`config.mk`:
```
export PLATFORM = sky130hd
export DESIGN_NAME = march_sequencer
export DESIGN_NICKNAME = d
export VERILOG_FILES = /design/src/rtl/march_sequencer.sv
export SDC_FILE = /design/constraint.sdc
export NUM_CORES = 1
export LEC_CHECK = 0
export ABC_AREA = 1
export BUFFER_PORTS_ARGS = -buffer_cell sky130_fd_sc_hd__buf_2
export CAP_MARGIN = 10
export CORE_ASPECT_RATIO = 1.5
export CORE_MARGIN = 2
export CORE_UTILIZATION = 45
export CTS_BUF_LIST = sky130_fd_sc_hd__clkbuf_8
export CTS_CLUSTER_SIZE = 14
export DETAILED_ROUTE_END_ITERATION = 7
export PLACE_DENSITY = 0.77
export SYNTH_ARGS = -nofsm -noshare
export SYNTH_HDL_FRONTEND = slang
export SYNTH_SLANG_ARGS = --single-unit
```
`constraint.sdc`:
```
create_clock -name clk -period 2.65 [get_ports clk]
set_clock_uncertainty 0.05 [all_clocks]
set_input_delay 0.265 -clock clk [delete_from_list [all_inputs] [get_ports clk]]
set_output_delay 0.265 -clock clk [all_outputs]
set_load 0.03 [all_outputs]
```
`src/rtl/march_sequencer.sv`:
```
// march_sequencer
//   March C- sequencer for one single-port memory under test. It issues one
//   access per cycle across the whole address space:
//     E0 up(w0)  E1 up(r0,w1)  E2 up(r1,w0)  E3 down(r0,w1)  E4 down(r1,w0)  E5 up(r0)
//   It checks every read against the expected background and records the
//   first failing address and element.
// Ports
//   clk, rst (synchronous, active-low)
//   start, abort          : controller commands; abort has priority over start
//   busy, done, pass      : status (busy in RUN/DRAIN, done held until next start)
//   mem_en, mem_we        : access strobe and write select
//   mem_addr, mem_wdata   : access address and write data
//   mem_rdata             : read data, valid the cycle after a read is issued
//   fail, fail_addr, fail_elem : sticky failure flag and first-failure capture
module march_sequencer #(
  parameter int ADDR_W = 4,
  parameter int DATA_W = 8,
  parameter logic [DATA_W-1:0] BACKGROUND = '0
) (
  input  logic              clk,
  input  logic              rst,
  input  logic              start,
  input  logic              abort,
  output logic              busy,
  output logic              done,
  output logic              pass,
  output logic              mem_en,
  output logic              mem_we,
  output logic [ADDR_W-1:0] mem_addr,
  output logic [DATA_W-1:0] mem_wdata,
  input  logic [DATA_W-1:0] mem_rdata,
  output logic              fail,
  output logic [ADDR_W-1:0] fail_addr,
  output logic [2:0]        fail_elem
);

  typedef enum logic [1:0] {IDLE = 2'd0, RUN = 2'd1, DRAIN = 2'd2, DONE = 2'd3} state_t;

  localparam logic [ADDR_W-1:0] ADDR_ZERO = '0;
  localparam logic [ADDR_W-1:0] ADDR_LAST = '1;
  localparam logic [ADDR_W-1:0] ADDR_ONE  = {{(ADDR_W-1){1'b0}}, 1'b1};
  localparam logic [2:0]        ELEM_LAST = 3'd5;

  state_t            state_reg, state_next;
  logic [2:0]        elem_reg, elem_next;
  logic              phase_reg, phase_next;

  logic              busy_next, done_next, pass_next;
  logic              mem_en_next, mem_we_next;
  logic [ADDR_W-1:0] mem_addr_next;
  logic [DATA_W-1:0] mem_wdata_next;
  logic              fail_next;
  logic [ADDR_W-1:0] fail_addr_next;
  logic [2:0]        fail_elem_next;

  // One-stage pipeline carrying the expectation of the read issued last cycle.
  logic              rd_pend_reg, rd_pend_next;
  logic [DATA_W-1:0] rd_exp_reg, rd_exp_next;
  logic [ADDR_W-1:0] rd_addr_reg, rd_addr_next;
  logic [2:0]        rd_elem_reg, rd_elem_next;

  logic              mismatch;
  logic [2:0]        step_elem;
  logic              step_phase;
  logic [ADDR_W-1:0] step_addr;
  logic              last_op;

  // Second op of a two-op element is always the write.
  function automatic logic op_write(input logic [2:0] e, input logic p);
    return (e == 3'd0) || p;
  endfunction

  function automatic logic [DATA_W-1:0] op_data(input logic [2:0] e, input logic p);
    logic one;
    case (e)
      3'd1, 3'd3: one = p;
      3'd2, 3'd4: one = ~p;
      default:    one = 1'b0;
    endcase
    return one ? ~BACKGROUND : BACKGROUND;
  endfunction

  function automatic logic elem_down(input logic [2:0] e);
    return (e == 3'd3) || (e == 3'd4);
  endfunction

  function automatic logic elem_two_ops(input logic [2:0] e);
    return (e >= 3'd1) && (e <= 3'd4);
  endfunction

  // Successor of the op currently on the bus.
  always_comb begin
    step_elem  = elem_reg;
    step_phase = 1'b0;
    step_addr  = mem_addr;
    last_op    = 1'b0;
    if (elem_two_ops(elem_reg) && !phase_reg) begin
      step_phase = 1'b1;
    end else if (mem_addr == (elem_down(elem_reg) ? ADDR_ZERO : ADDR_LAST)) begin
      last_op   = (elem_reg == ELEM_LAST);
      step_elem = elem_reg + 3'd1;
      step_addr = elem_down(step_elem) ? ADDR_LAST : ADDR_ZERO;
    end else begin
      step_addr = elem_down(elem_reg) ? mem_addr - ADDR_ONE : mem_addr + ADDR_ONE;
    end
  end

  assign mismatch = rd_pend_reg && (mem_rdata != rd_exp_reg);

  always_comb begin
    state_next     = state_reg;
    elem_next      = elem_reg;
    phase_next     = phase_reg;
    busy_next      = 1'b0;
    done_next      = done;
    pass_next      = pass;
    mem_en_next    = 1'b0;
    mem_we_next    = 1'b0;
    mem_addr_next  = ADDR_ZERO;
    mem_wdata_next = '0;
    fail_next      = fail;
    fail_addr_next = fail_addr;
    fail_elem_next = fail_elem;
    rd_pend_next   = 1'b0;
    rd_exp_next    = rd_exp_reg;
    rd_addr_next   = rd_addr_reg;
    rd_elem_next   = rd_elem_reg;

    // An aborted in-flight read is dropped without comparison.
    if (mismatch && !abort) begin
      fail_next = 1'b1;
      if (!fail) begin
        fail_addr_next = rd_addr_reg;
        fail_elem_next = rd_elem_reg;
      end
    end

    case (state_reg)
      IDLE, DONE: begin
        if (abort) begin
          state_next = IDLE;
          done_next  = 1'b0;
          pass_next  = 1'b0;
        end else if (start) begin
          state_next     = RUN;
          elem_next      = 3'd0;
          phase_next     = 1'b0;
          busy_next      = 1'b1;
          done_next      = 1'b0;
          pass_next      = 1'b0;
          fail_next      = 1'b0;
          fail_addr_next = ADDR_ZERO;
          fail_elem_next = 3'd0;
          mem_en_next    = 1'b1;
          mem_we_next    = op_write(3'd0, 1'b0);
          mem_wdata_next = op_data(3'd0, 1'b0);
        end
      end
      RUN: begin
        if (abort) begin
          state_next = IDLE;
          done_next  = 1'b0;
          pass_next  = 1'b0;
        end else begin
          busy_next    = 1'b1;
          rd_pend_next = !mem_we;
          rd_exp_next  = op_data(elem_reg, phase_reg);
          rd_addr_next = mem_addr;
          rd_elem_next = elem_reg;
          if (last_op) begin
            state_next = DRAIN;
          end else begin
            elem_next      = step_elem;
            phase_next     = step_phase;
            mem_en_next    = 1'b1;
            mem_we_next    = op_write(step_elem, step_phase);
            mem_addr_next  = step_addr;
            mem_wdata_next = op_data(step_elem, step_phase);
          end
        end
      end
      DRAIN: begin
        if (abort) begin
          state_next = IDLE;
          done_next  = 1'b0;
          pass_next  = 1'b0;
        end else begin
          state_next = DONE;
          done_next  = 1'b1;
          // The last read is compared in this same cycle, so fold it in.
          pass_next  = !(fail || mismatch);
        end
      end
      default: state_next = IDLE;
    endcase
  end

  always_ff @(posedge clk) begin
    if (!rst) begin
      state_reg   <= IDLE;
      elem_reg    <= 3'd0;
      phase_reg   <= 1'b0;
      busy        <= 1'b0;
      done        <= 1'b0;
      pass        <= 1'b0;
      mem_en      <= 1'b0;
      mem_we      <= 1'b0;
      mem_addr    <= ADDR_ZERO;
      mem_wdata   <= '0;
      fail        <= 1'b0;
      fail_addr   <= ADDR_ZERO;
      fail_elem   <= 3'd0;
      rd_pend_reg <= 1'b0;
      rd_exp_reg  <= '0;
      rd_addr_reg <= ADDR_ZERO;
      rd_elem_reg <= 3'd0;
    end else begin
      state_reg   <= state_next;
      elem_reg    <= elem_next;
      phase_reg   <= phase_next;
      busy        <= busy_next;
      done        <= done_next;
      pass        <= pass_next;
      mem_en      <= mem_en_next;
      mem_we      <= mem_we_next;
      mem_addr    <= mem_addr_next;
      mem_wdata   <= mem_wdata_next;
      fail        <= fail_next;
      fail_addr   <= fail_addr_next;
      fail_elem   <= fail_elem_next;
      rd_pend_reg <= rd_pend_next;
      rd_exp_reg  <= rd_exp_next;
      rd_addr_reg <= rd_addr_next;
      rd_elem_reg <= rd_elem_next;
    end
  end

endmodule

```
# Yosys cells after proc, flatten, opt, wreduce, memory -nomap -nowiden
# Cells that the tools add are included.
[word_totals] reg_bits=47 latch_bits=0 mem_bits_rw=0 romBits=0 input_bits=12 n_memories=0
[classes] addsub=3 n_mul=0 div_mod_pow=0 order_cmp=2 n_eq_ne=23 shift=0 mux=63 bitwise_logic=5 reduce_logical=26
[op_table] operator="$mux W4" n=9
[op_table] operator="$mux W3" n=11
[op_table] operator="$mux W1" n=26
[op_table] operator="$mux W8" n=2
[op_table] operator="$eq A3 B2 Y1 const B" n=5
[op_table] operator="$eq A3 B3 Y1 const B" n=4
[op_table] operator="$pmux W1 S2" n=6
[op_table] operator="$mux W2" n=5
[op_table] operator="$ne A2 B2 Y1 const B" n=5
[op_table] operator="$reduce_or A2 Y1" n=5
[op_table] operator="$ne A8 B8 Y1" n=1
[op_table] operator="$eq A3 B1 Y1 const B" n=2
[op_table] operator="$ne A3 B3 Y1 const B" n=2
[op_table] operator="$pmux W1 S3" n=2
[op_table] operator="$pmux W2 S3" n=1
[op_table] operator="$pmux W3 S2" n=1
[op_table] operator="$reduce_and A2 Y1" n=3
[op_table] operator="$not A1 Y1" n=5
[op_table] operator="$reduce_and A5 Y1" n=1
[op_table] operator="$add A4 B1 Y4 const B" n=1
[op_table] operator="$eq A2 B2 Y1 const B" n=2
[op_table] operator="$eq A4 B4 Y1" n=1
[op_table] operator="$logic_and A1 B1 Y1" n=4
[op_table] operator="$logic_not A1 Y1" n=4
[op_table] operator="other kinds (11)" n=14

# Logic depth before layout (Yosys ltp)
[depth] ltp_word=13 mapped_depth=19 mapped_depth_nobuf=18

# Worst setup path before layout
# Ideal clock, no wire load.
[synth_timing] kind="reg-to-reg" start="reg elem_reg[1]" end="reg state_reg[0]" arrival_ps=2229 required_ps=2483 slack_ps=254 path_stages_with_launch=18 path_buffers=1 period_less_slack_ps=2396 cell_sequence="dfxtp_1 > inv_1 > ha_1 > inv_1 > nand2_1 > nand2_2 > inv_1 > ha_1 > nand2_1 > nor2_1 > nand4_2 > nand2_2 > buf_6 > nand3_2 > nand2_4 > nand2_2 > nor3_1 > nor2_1"
[synth_between] elab_chain_cells=8 elab_cells_between_ends=14 cone_classes="order compare (2); eq/ne (5); mux (3); reduce/logical (4)"
[synth_lines] item="start, declared" line_no="45" text="logic [2:0] elem_reg, elem_next;"
[synth_lines] item="start signal, assigned" line_no="219" text="elem_reg <= elem_next;"
[synth_lines] item="$eq A3 B2 Y1 / $eq A3 B3 Y1 (equally long branches)" line_no="84" text="return (e == 3'd3) || (e == 3'd4);"
[synth_lines] item="$logic_or A1 B1 Y1" line_no="84"
[synth_lines] item="$mux W4" line_no="99" text="end else if (mem_addr == (elem_down(elem_reg) ? ADDR_ZERO : ADDR_LAST)) begin"
[synth_lines] item="$eq A4 B4 Y1" line_no="99"
[synth_lines] item="$mux W1" line_no="99"
[synth_lines] item="$mux W1 *" line_no="97" text="if (elem_two_ops(elem_reg) && !phase_reg) begin"
[synth_lines] item="$ne A3 B3 Y1 (no line) *"
[synth_lines] item="$reduce_and A2 Y1 (no line) *"
[synth_lines] item="end signal, assigned" line_no="218" text="state_reg <= state_next;"
[synth_lines] item="end, declared" line_no="44" text="state_t state_reg, state_next;"
# Mark *: on every way between the ends. The rest lies on a longest branch, timed or not.
# A chain may end at the register's enable or synchronous reset.

# Final worst setup path
[layout_timing] start="reg elem_reg[1]" end="reg mem_we"
[layout_between] elab_chain_cells=11 elab_cells_between_ends=21 cone_classes="add/sub (1); order compare (2); eq/ne (4); mux (9); reduce/logical (5)"
[layout_lines] item="$eq A3 B2 Y1 / $eq A3 B3 Y1 (equally long branches)" line_no="84"
[layout_lines] item="$logic_or A1 B1 Y1" line_no="84"
[layout_lines] item="$mux W4" line_no="99"
[layout_lines] item="$eq A4 B4 Y1" line_no="99"
[layout_lines] item="$mux W3" line_no="99"
[layout_lines] item="$mux W3" line_no="97"
[layout_lines] item="$logic_not A3 Y1" line_no="70" text="return (e == 3'd0) || p;"
[layout_lines] item="$logic_or A1 B1 Y1" line_no="70"
[layout_lines] item="$mux W1 *" line_no="170" text="if (last_op) begin"
[layout_lines] item="$mux W1 *" line_no="160" text="if (abort) begin"
[layout_lines] item="$pmux W1 S2 *" line_no="138" text="case (state_reg)"
[layout_lines] item="end signal, assigned" line_no="225" text="mem_we <= mem_we_next;"
[layout_lines] item="end, declared" line_no="28" text="output logic mem_we,"
# Marked as above.

==> out/metrics.yaml <==
status: "completed"
wl_um: 4210
setup_ws_ns: 0.204
timing.fmax_mhz: 409
layout_commonest_cell: "nand2_1"
io_buffers: 36
grt_pass1_wl_um: 7090
clk_pin_slew_ns: 0.07
critical_path_arrival_ns: 2.59
nFillCells: 387
place_hpwl_um: 3110
p_clk_share_pct: 34.7
power_density_nw_per_um2: 721
worst-path-max-fanout: 7
cts_tree: "done"
ys_ff_latch: 33
nets: 322
netlist_area_um2: 1870
start_util_pct: 47.2
seq_power_share_pct: 36.0
final-max-slew-violation-count: 0
first_pass_iters: 5
clock_latency_ns: 0.29
syn_to_final_growth_pct: 20.7
dieArea_um2: 4690
min_period_ns: 2.45
hold_depth: 3
crit_required_ns: 2.79
crit_path_end_kind: "register"
synth_compound_area_share_pct: 12.7
drtIter0Drc: 74
cap_violations: 0
synth_xor_area_share_pct: 0.469
drc_errors: 0
fin_crit_sh_pct: 92.3
num_io_pins: 37
num_antenna_cells: 0
power.switching_uw: 537
core-area_um2: 3960
clockRootBuffer: "clkbuf_8"
wl_per_cell_um: 12.2
cts_buffer_depth: 2
setup-violations-final: 0
synth_top_family_by_area: "simple AND/OR/NAND/NOR gates"
final_cell_mix: "nand2_1 (45), nor2_1 (41), buf_2 (36)"
worstMarginPinSlew_ns: 0.431
maxSlewHeadroom_pct: 71.2
ys_seq_area_share_pct: 35.4
switching_share_pct: 33.0
synthMuxAreaShare_pct: 0
path_class: "reg2reg"
synthSimpleGateAreaFrac_pct: 32.1
cts_sinks: 33
rows: 28
reg2reg_depth: 18
htree_num_levels: 2
synth_cell_types: 35
place_ws_ns: -0.00629
synth_fp_nets: 281
synthCells: 258
vias_per_cell: 5.10
synth_adder_area_share_pct: 7.77
place_area_um2: 2080
ff2ff_setup_slack_ns: 0.20
drive_above_1_share_pct: 26.7
gp_congestion: 0.832
comb_power_share_pct: 29.3
rsz0062_at_grt: "false"
num_vias: 1760
grt_max_degree: 17
antenna_found_initial: 0
cts_buffers: 5
hp-class: "in2reg"
ir_drop_v: 0.000683
die_w_um: 56.6
syn_avg_cell_area_um2: 7.24
cellLeakagePower_uw: 0.00109
p_int_uw: 1090
total_power_uw: 1630
track_usage_pct: 18.8
die_height_um: 82.9
overflow: 0
ys_warn_count: 0
final_hold_viol_count: 0
grt_pass1_vias: 1633
design_area_um2: 2250
ant_nets: 0
cp-start-kind: "register"
[cells in the mapped netlist]
library cell	count	area share, %
nand2_1	45	9.0
nor2_1	41	8.2
dfxtp_1	33	35
inv_1	33	6.6
a21oi_1	15	4.0
o21ai_0	14	3.8
ha_1	10	6.7
nand3_1	9	2.4
nand4_1	8	2.7
buf_4	7	2.8
nand2_2	5	1.7
o21ai_1	4	1.1
inv_2	3	0.60
nand3_2	3	1.6
o22ai_1	3	1.0
a21oi_2	2	0.94
clkbuf_1	2	0.40
nand2_4	2	1.2
nor3_1	2	0.54
or2_2	2	0.67
buf_2	1	0.27
buf_6	1	0.60
clkinv_1	1	0.20
fa_1	1	1.1
nand3b_1	1	0.40
nand4_2	1	0.67
nand4_4	1	1.1
nor2_2	1	0.34
nor2_4	1	0.60
nor3_2	1	0.54
nor4_1	1	0.34
o211ai_1	1	0.40
o31ai_1	1	0.40
o31ai_4	1	1.1
xnor2_1	1	0.47
[kinds of logic (layout without fill, tap and decap cells)]
| kind of cell | after synthesis | in the layout |
|---|---|---|
| buf+inv | 48 | 90 |
| xor+xnor | 1 | 1 |
| flops | 33 | 33 |
| simple gates | 124 | 124 |
| fa+ha+maj | 11 | 11 |
| compound gates | 41 | 41 |
[per-stage QoR]
| stage | util, % | hold slack, ns | setup TNS [ns] | std cells |
|---|---|---|---|---|
| floorplan | - | 0.353 | 0 | 258 |
| global placement | 52.5 | 0.390 | 0 | 335 |
| detailed placement | 52.5 | 0.401 | -0.00629 | 335 |
| CTS | 55.9 | 0.269 | 0 | 343 |
| global route | 56.9 | 0.295 | 0 | 345 |
| finish | 56.9 | 0.280 | 0 | 345 |
[critical path, cell delays in order (launching register included)]
cell and delay (ns):
dfxtp_4 0.40, inv_1 0.07, ha_1 0.18, inv_1 0.07, nand2_1 0.08, nand2_2 0.13, inv_2 0.07, ha_1 0.29
nand2_1 0.08, nor2_1 0.12, nand4_2 0.14, nand2_4 0.15, nand2_1 0.10, nand2_1 0.07, nand2_1 0.08, nand3_1 0.11
nand3_1 0.07, nand2_1 0.06, inv_1 0.03
[final cells by class]
class | count | area [um^2] | area share [%]
inverter | 37 | 139 | 6.16
timing repair buffer | 45 | 248 | 11.0
clock buffer | 5 | 68.8 | 3.05
multi-input combinational | 177 | 1010 | 44.8
tap | 45 | 56.3 | 2.50
clock inverter | 3 | 65.1 | 2.89
sequential | 33 | 668 | 29.7
[repair_timing]
item / in CTS / in global routing
buffers inserted: 0 / 2
hold buffers: 0 / 0
gates resized for setup: 1 / 6
pin swaps: 0 / 2
endpoints found under the setup margin: 8 / 12
[path summary, 6_finish.rpt]
check                                                   end                   startpoint
worst max-delay path                      mem_we$_SDFF_PN0_     elem_reg[1]$_SDFFE_PN0P_
worst min-delay path              state_reg[0]$_SDFFE_PN0P_                          rst
worst max register to register            mem_we$_SDFF_PN0_     elem_reg[1]$_SDFFE_PN0P_
worst min register to register  rd_addr_reg[2]$_SDFFE_PN0P_  rd_addr_reg[2]$_SDFFE_PN0P_
[power groups by stage]
stage / clock, uW / sequential (uW) / combinational [uW]
after floorplan: 0 / 621 / 313
after global placement: 0 / 592 / 453
after detailed placement: 0 / 594 / 460
after CTS: 572 / 583 / 464
after global routing: 593 / 590 / 537
final: 564 / 585 / 477
[metal layers]
layer / global-route usage [%] / wire length (um) / vias to the layer above
met1: 19.4 / 1540 / 779
met3: 2.96 / 214 / 18
met2: 35.7 / 2300 / 56
li1: - / - / 907
met5: 0 / 0 / -
met4: 8.01 / 155 / 0
No activity file was read; power rests on OpenSTA's default activity.
